$ cat src/rtl/demux_1x2_buffered_if.sv
`default_nettype none
// +----------------------------------------------------------------------+
// | demux_1x2_buffered_if                                                |
// | Stream bundle for the buffered 1-to-2 demultiplexer: one producer    |
// | side and two consumer channels, each with valid/ready handshakes.    |
// | Revision: 1.0                                                        |
// +----------------------------------------------------------------------+
interface demux_1x2_buffered_if #(
    parameter int WIDTH = 8
);
    logic [WIDTH-1:0] in_data;
    logic             in_valid;
    logic             in_ready;
    logic             sel;
    logic             auto_mode;
    logic [WIDTH-1:0] out_0_data;
    logic             out_0_valid;
    logic             out_0_ready;
    logic [WIDTH-1:0] out_1_data;
    logic             out_1_valid;
    logic             out_1_ready;

    // Environment side: producer plus both consumers.
    modport master (
        output in_data, in_valid, sel, auto_mode, out_0_ready, out_1_ready,
        input  in_ready, out_0_data, out_0_valid, out_1_data, out_1_valid
    );

    // Demultiplexer side.
    modport slave (
        input  in_data, in_valid, sel, auto_mode, out_0_ready, out_1_ready,
        output in_ready, out_0_data, out_0_valid, out_1_data, out_1_valid
    );
endinterface
`default_nettype wire

$ cat src/rtl/demux_1x2_buffered.sv
`default_nettype none
// +----------------------------------------------------------------------+
// | demux_1x2_buffered                                                   |
// | Steers each accepted input beat into one of two 2-entry FIFOs,       |
// | chosen by sel or by an alternating pointer in auto mode. Counts      |
// | input stall cycles in a saturating 8-bit counter.                    |
// | Revision: 1.0                                                        |
// +----------------------------------------------------------------------+
module demux_1x2_buffered #(
    parameter int WIDTH = 8
) (
    input  wire logic             clk,
    input  wire logic             rst_n,
    demux_1x2_buffered_if.slave   bus,
    output logic [7:0]            drop_cnt
);
    localparam logic [1:0] C_FULL = 2'd2;

    logic [WIDTH-1:0] mem    [2][2];
    logic [1:0]       cnt    [2];
    logic             rd_ptr [2];
    logic             wr_ptr [2];
    logic             rr_ptr;

    logic             tgt;
    logic             in_ready_w;
    logic             accept;
    logic             push   [2];
    logic             pop    [2];
    logic             out_rdy[2];

    // Target selection, acceptance and per-channel push/pop strobes.
    // A full target refuses input even if it is popped this cycle.
    always_comb begin
        tgt        = bus.auto_mode ? rr_ptr : bus.sel;
        in_ready_w = (cnt[tgt] != C_FULL);
        accept     = bus.in_valid && in_ready_w;
        out_rdy[0] = bus.out_0_ready;
        out_rdy[1] = bus.out_1_ready;
        push[0]    = accept && !tgt;
        push[1]    = accept &&  tgt;
        for (int k = 0; k < 2; k++) begin
            pop[k] = (cnt[k] != 2'd0) && out_rdy[k];
        end
    end

    assign bus.in_ready    = in_ready_w;
    assign bus.out_0_valid = (cnt[0] != 2'd0);
    assign bus.out_1_valid = (cnt[1] != 2'd0);
    assign bus.out_0_data  = mem[0][rd_ptr[0]];
    assign bus.out_1_data  = mem[1][rd_ptr[1]];

    // Per-channel FIFO storage, pointers and occupancy.
    always_ff @(posedge clk or negedge rst_n) begin
        if (!rst_n) begin
            for (int k = 0; k < 2; k++) begin
                for (int e = 0; e < 2; e++) begin
                    mem[k][e] <= '0;
                end
                cnt[k]    <= 2'd0;
                rd_ptr[k] <= 1'b0;
                wr_ptr[k] <= 1'b0;
            end
        end else begin
            for (int k = 0; k < 2; k++) begin
                if (push[k]) begin
                    mem[k][wr_ptr[k]] <= bus.in_data;
                    wr_ptr[k]         <= ~wr_ptr[k];
                end
                if (pop[k]) begin
                    rd_ptr[k] <= ~rd_ptr[k];
                end
                if (push[k] && !pop[k]) begin
                    cnt[k] <= cnt[k] + 2'd1;
                end else if (!push[k] && pop[k]) begin
                    cnt[k] <= cnt[k] - 2'd1;
                end
            end
        end
    end

    // Alternating pointer advances only on beats accepted in auto mode.
    always_ff @(posedge clk or negedge rst_n) begin
        if (!rst_n) begin
            rr_ptr <= 1'b0;
        end else if (accept && bus.auto_mode) begin
            rr_ptr <= ~rr_ptr;
        end
    end

    // Saturating count of cycles where the producer was stalled.
    always_ff @(posedge clk or negedge rst_n) begin
        if (!rst_n) begin
            drop_cnt <= 8'd0;
        end else if (bus.in_valid && !in_ready_w && (drop_cnt != 8'hFF)) begin
            drop_cnt <= drop_cnt + 8'd1;
        end
    end
endmodule
`default_nettype wire

$ cat src/flat_wrapper.sv
// flat-port wrapper written by rule: the top's interface ports become plain ports
module demux_1x2_buffered_flat 
#(
    parameter int WIDTH = 8
)
  (clk, rst_n, drop_cnt, bus_in_data, bus_in_valid, bus_sel, bus_auto_mode, bus_out_0_ready, bus_out_1_ready, bus_in_ready, bus_out_0_data, bus_out_0_valid, bus_out_1_data, bus_out_1_valid);
  demux_1x2_buffered_if #(.WIDTH(WIDTH)) bus_i ();
  input  wire logic clk;
  input  wire logic rst_n;
  output logic [7:0] drop_cnt;
  input wire logic [$bits(bus_i.in_data)-1:0] bus_in_data;
  input wire logic [$bits(bus_i.in_valid)-1:0] bus_in_valid;
  input wire logic [$bits(bus_i.sel)-1:0] bus_sel;
  input wire logic [$bits(bus_i.auto_mode)-1:0] bus_auto_mode;
  input wire logic [$bits(bus_i.out_0_ready)-1:0] bus_out_0_ready;
  input wire logic [$bits(bus_i.out_1_ready)-1:0] bus_out_1_ready;
  output wire logic [$bits(bus_i.in_ready)-1:0] bus_in_ready;
  output wire logic [$bits(bus_i.out_0_data)-1:0] bus_out_0_data;
  output wire logic [$bits(bus_i.out_0_valid)-1:0] bus_out_0_valid;
  output wire logic [$bits(bus_i.out_1_data)-1:0] bus_out_1_data;
  output wire logic [$bits(bus_i.out_1_valid)-1:0] bus_out_1_valid;
  assign bus_i.in_data = bus_in_data;
  assign bus_i.in_valid = bus_in_valid;
  assign bus_i.sel = bus_sel;
  assign bus_i.auto_mode = bus_auto_mode;
  assign bus_i.out_0_ready = bus_out_0_ready;
  assign bus_i.out_1_ready = bus_out_1_ready;
  assign bus_in_ready = bus_i.in_ready;
  assign bus_out_0_data = bus_i.out_0_data;
  assign bus_out_0_valid = bus_i.out_0_valid;
  assign bus_out_1_data = bus_i.out_1_data;
  assign bus_out_1_valid = bus_i.out_1_valid;
  demux_1x2_buffered #(.WIDTH(WIDTH)) u_core (.clk(clk), .rst_n(rst_n), .bus(bus_i), .drop_cnt(drop_cnt));
endmodule
$ cat config.mk
export PLATFORM = sky130hd
export DESIGN_NAME = demux_1x2_buffered_flat
export DESIGN_NICKNAME = d
export VERILOG_FILES = /design/src/rtl/demux_1x2_buffered_if.sv /design/src/rtl/demux_1x2_buffered.sv /design/src/flat_wrapper.sv
export SDC_FILE = /design/constraint.sdc
export NUM_CORES = 1
export LEC_CHECK = 0
export BUFFER_PORTS_ARGS = -buffer_cell sky130_fd_sc_hd__buf_2
export CAP_MARGIN = 10
export CORE_MARGIN = 5
export CORE_UTILIZATION = 42
export DETAILED_ROUTE_END_ITERATION = 7
export GPL_ROUTABILITY_DRIVEN = 1
export SYNTH_ARGS = -nofsm -noshare
export SYNTH_HDL_FRONTEND = slang
export SYNTH_SLANG_ARGS = --single-unit
$ cat constraint.sdc
create_clock -name clk -period 2.9 [get_ports clk]
set_input_delay 0.145 -clock clk [delete_from_list [all_inputs] [get_ports clk]]
set_output_delay 0.145 -clock clk [all_outputs]
set_load 0.01 [all_outputs]
== Word-level counts from Yosys, hierarchy flattened ==
Index checks and enable logic that the tools add are counted.
Word-level totals
  bits in registers: 49
  output and inout port bits: 27
  word-level logic and storage cells: 80
Operators by class
  $add $sub $neg: 5
  order comparisons: 7
  eq/ne operators: 2
  multiplexer cells: 20
  bitwise logic cells: 10
  reductions and logical operators: 24
Operator list (count)
  2-to-1 mux 8 bit: 8
  bitwise mux 16 bit: 2
  demux 8 bit (select 1 bit): 2
  logical AND 1 bit: 14
  2-to-1 mux 2 bit: 7
  >= comparator 2 bit, second input constant: 5
  inverter 1 -> 2 bit: 5
  adder 8 x 1 -> 8 bit, second input constant: 1
  inequality test 8 bit, second input constant: 1
  nonzero test 2 bit: 4
  zero test 1 bit: 6
  inverter 1 bit: 5
  adder 2 x 1 -> 2 bit, second input constant: 2
  < comparator 2 x 1 -> 1 bit, second input constant: 2
  subtractor 2 x 1 -> 2 bit, second input constant: 2
  inequality test 2 bit, second input constant: 1
  2-to-1 mux 1 bit: 1

== Depth between registers and ports, before layout ==
  word-level depth: 12
  gate-level depth with buffers: 7
  depth with buffers taken out: 6

== Worst setup path before layout ==
Ideal clock, no wire load.
  path kind: reg-to-reg
  start point: reg u_core.rr_ptr
  end point: reg u_core.drop_cnt[1]
  setup time: 0.125 ns
  arrival: 1.779 ns
  data required time: 2.775 ns
  path slack: 0.996 ns
  stages on the path, launching flop included: 6
  path buffers: 0
  clock period less this slack: 1.904 ns
  cell sequence: dfrtp_1 > mux2i_1 > mux2i_1 > inv_2 > or3_4 > mux2_4
Between the ends
  cells in the longest elaborated chain, start to end: 9
Ends and longest elaborated chain
  from (decl): RTL line demux_1x2_buffered.sv:23  | logic rr_ptr;
  from (signal assigned): RTL line demux_1x2_buffered.sv:87  | rr_ptr <= ~rr_ptr;
  2-to-1 mux 1 bit: RTL line demux_1x2_buffered.sv:35  | tgt = bus.auto_mode ? rr_ptr : bus.sel;
  inverter 1 -> 2 bit (implied by the code): RTL line demux_1x2_buffered.sv:36  | in_ready_w = (cnt[tgt] != C_FULL);
  2-to-1 mux 2 bit (implied by the code) (3 in series): RTL line demux_1x2_buffered.sv:36
  inequality test 2 bit: RTL line demux_1x2_buffered.sv:36
  net bus_in_ready: RTL line flat_wrapper.sv:17  | output wire logic [$bits(bus_i.in_ready)-1:0] bus_in_ready;
  zero test 1 bit: RTL line demux_1x2_buffered.sv:95  | end else if (bus.in_valid && !in_ready_w && (drop_cnt != 8'hFF)) begin
  logical AND 1 bit (2 in series): RTL line demux_1x2_buffered.sv:95
  to (signal assigned): RTL line demux_1x2_buffered.sv:96  | drop_cnt <= drop_cnt + 8'd1;
  to (decl): RTL line demux_1x2_buffered.sv:15  | output logic [7:0] drop_cnt
The timed path passes the listed nets, and every way through them passes these cells. The select of a mux whose other input is x is not followed.
A chain may end at the register's enable or synchronous reset.

== Worst setup path in the final report ==
  start point: reg u_core.rr_ptr
  end point: reg u_core.drop_cnt[1]
Between the ends
  cells in the longest elaborated chain, start to end: 9
Ends and longest elaborated chain (RTL line)
  2-to-1 mux 1 bit: demux_1x2_buffered.sv:35
  inverter 1 -> 2 bit (implied by the code): demux_1x2_buffered.sv:36
  2-to-1 mux 2 bit (implied by the code) (3 in series): demux_1x2_buffered.sv:36
  inequality test 2 bit: demux_1x2_buffered.sv:36
  zero test 1 bit: demux_1x2_buffered.sv:95
  logical AND 1 bit (2 in series): demux_1x2_buffered.sv:95
No other way between the ends. The select of a mux whose other input is x is not followed.

==> impl_metrics.toml <==
[grt]
grt_start_max_net_pins = 50
antenna_found_initial = 0
grt-ovfl-total = 0
grt_pass1_wl_mm = 7.27
gr-usage-all-layers_pct = 13.0
grt_pass1_vias = 1462

[sta]
rsz0062_at_grt = "false"
final_max_slew_viol_count = 0
setup_slack_ns = 0.892
tightest_slew_ns = 0.496
slew-limit-headroom_pct = 66.9
setup_tns_ns = 0
fin_skew_ns = 0.00750
setup_viol = 0
min_period_ns = 2.01
finalCritPeriodShare_pct = 69.2
hold_viol_final = 0
fmax_mhz = 498

[logic_synthesis]
syn-num-nets = 178
yosysUniqueCellTypes = 27
synth_top_area_cell = "dfrtp_1"
ys_seq_area_share_pct = 55.0
synth_area_per_cell_um2 = 13.9
netlist_instances = 160
ys_top_cells_by_area = "dfrtp_1 (55%), mux2_2 (25%), xor2_1 (3.9%)"
ys_ff_latch = 49
synthFlopType = "dfrtp_1"
synth_area_mm2 = 0.00223
synth-edff-count = 0
yosysWarnings = 0
async_flop_share_pct = 100
synth_top_cell_area_share_pct = 55.0
synth.top_cells.by_count = "dfrtp_1 (49), mux2_2 (49), xor2_1 (10)"

[setup_path]
critPathLaunch = "u_core.rr_ptr"
arrival_ns = 2.19
critical_path_class = "reg2reg"
cp_max_fo = 7
r2r_slack_ns = 0.89
end_kind = "flop"
r2r-end = "u_core.drop_cnt[1]"
crit_required_ns = 3.08
crit_path_start_kind = "flop"
r2r_cells = 5
crit_end = "u_core.drop_cnt[1]"
r2r-start = "u_core.rr_ptr"

[min_path]
min_path_type = "in2reg"

[placement]
port_buffers = 41
gp_congestion = 0.819
pre_cts_ws_ns = 0.901
dp_cells = 267
place_hpwl_mm = 3.09

[floorplanning]
core_mm2 = 0.00514
row_count = 26
die_height_um = 82.9
start_util_pct = 43.4
die_area_mm2 = 0.00687
chipWidth_um = 82.9
pin_count = 42

[drt]
routed_via_density = 4.85
drc = 0
dr.pass1.iters = 4
wl_per_cell_um = 15.2
antenna_left = 0
drt_wl_total_mm = 4.21
vias = 1343
drt-initial-drc-count = 50

[clock_tree]
cts_num_sinks = 49
htree_num_levels = 2
cts_tree = "done"
worstSkewPairLatency_ns = 0.30
clk_pin_slew_ns = 0.09
cts_root_buf = "clkbuf_8"
clock_path_buffers = 2
post_cts_buffers = 0
cts_buffers = 5

[power_and_ir_drop]
total_power_uw = 2990
p_leak_uw = 0.00123
vdd_drop_max_mv = 0.542
powerDensity_mw_per_mm2 = 1130

[run]
drv_cap = 0

[layout]
stdcell_count = 277
fill_cells = 468
fin_nets = 224
antennaDiodeCount = 0
drive_gt1_share_pct = 51.2
final_util_pct = 51.6
syn2layout_area_growth_pct = 18.9

[run_status]
status = "complete, no violations"
## metal layers
metal	GRT usage [%]	wire length, um	up-vias	share of wire, %
met3	4.26	186	5	4.4
li1	-	-	658	-
met1	18.2	2020	657	48
met5	0	0	-	0
met2	19.4	1950	23	46
met4	3.57	48	0	1.1
## logic make-up (layout without fill, tap and decap cells)
family / count (synthesis) / after routing / share of synthesized area (%)
buffers and inverters: 7 / 54 / 1.46
XOR/XNOR: 17 / 17 / 6.68
AND/OR/NAND/NOR: 32 / 32 / 8.87
flip-flops: 49 / 49 / 55.0
adder cells (fa/ha/maj): 3 / 3 / 1.68
multiplexers: 52 / 52 / 26.3
## worst max-delay path, cell delays in order, from the launching register on
cell	delay [ns]
dfrtp_1	0.39
mux2i_1	0.33
mux2i_1	0.36
inv_2	0.12
or3_4	0.40
mux2_4	0.30
## power by group
| group | internal (uW) | switching (uW) | leakage (uW) |
|---|---|---|---|
| clock network | 281 | 215 | 0.0000585 |
| registers | 1020 | 261 | 0.000590 |
| logic | 701 | 520 | 0.000581 |
| total | 2000 | 996 | 0.00123 |
## worst min path at each step
stage / endpoint / from / slack, ns / cells after the start
floorplan: u_core.cnt[0] / rst_n / -0.15 / 0
global placement: u_core.drop_cnt[5] / rst_n / 0.38 / 1
detailed placement: u_core.mem[4] / rst_n / 0.40 / 1
CTS: u_core.mem[4] / rst_n / 0.08 / 1
global route: u_core.mem[31] / bus_in_data[7] / 0.11 / 2
finish: u_core.mem[17] / bus_in_data[1] / 0.12 / 2
## registers in the layout, summed over array words and instances, names as in the netlist
register         count
u_core.rd_ptr        2
u_core.drop_cnt      8
u_core.rr_ptr        1
u_core.cnt           4
u_core.wr_ptr        2
u_core.mem          32
## layout by cell type (no fill, tap or decap), types with 3 or more instances in the layout
| cell | Yosys | layout |
|---|---|---|
| ha_1 | 3 | 3 |
| dfrtp_1 | 49 | 49 |
| xor2_1 | 10 | 10 |
| clkbuf_8 | 0 | 6 |
| mux2_2 | 49 | 49 |
| nand4_1 | 5 | 5 |
| xnor2_1 | 7 | 7 |
| nand2_1 | 4 | 4 |
| buf_2 | 2 | 41 |
| nand2b_1 | 3 | 3 |
| nand3_1 | 4 | 4 |
| nor3_1 | 3 | 3 |
## per-stage QoR
| step | hold slack (ns) | instance area [um^2] |
|---|---|---|
| 2_1_floorplan | -0.151 | 2230 |
| 3_3_place_gp | 0.382 | 2500 |
| 3_5_place_dp | 0.404 | 2500 |
| 4_1_cts | 0.0753 | 2620 |
| 5_1_grt | 0.111 | 2650 |
| 6_report | 0.120 | 2650 |
## final cells by class
cell class / instances / area, um^2 / share of cell area (%)
sequential: 49 / 1230 / 46.2
multi-input combinational: 104 / 971 / 36.6
timing repair buffer: 44 / 243 / 9.16
tap: 70 / 87.6 / 3.30
clock buffer: 7 / 86.3 / 3.26
clock inverter: 1 / 30.0 / 1.13
inverter: 2 / 7.51 / 0.283
## timing repair
item / CTS / global route
hold endpoints to repair: 0 / 20
hold buffers: 0 / 1
resized for setup: 0 / 0
(Power assumes the default switching activity.)
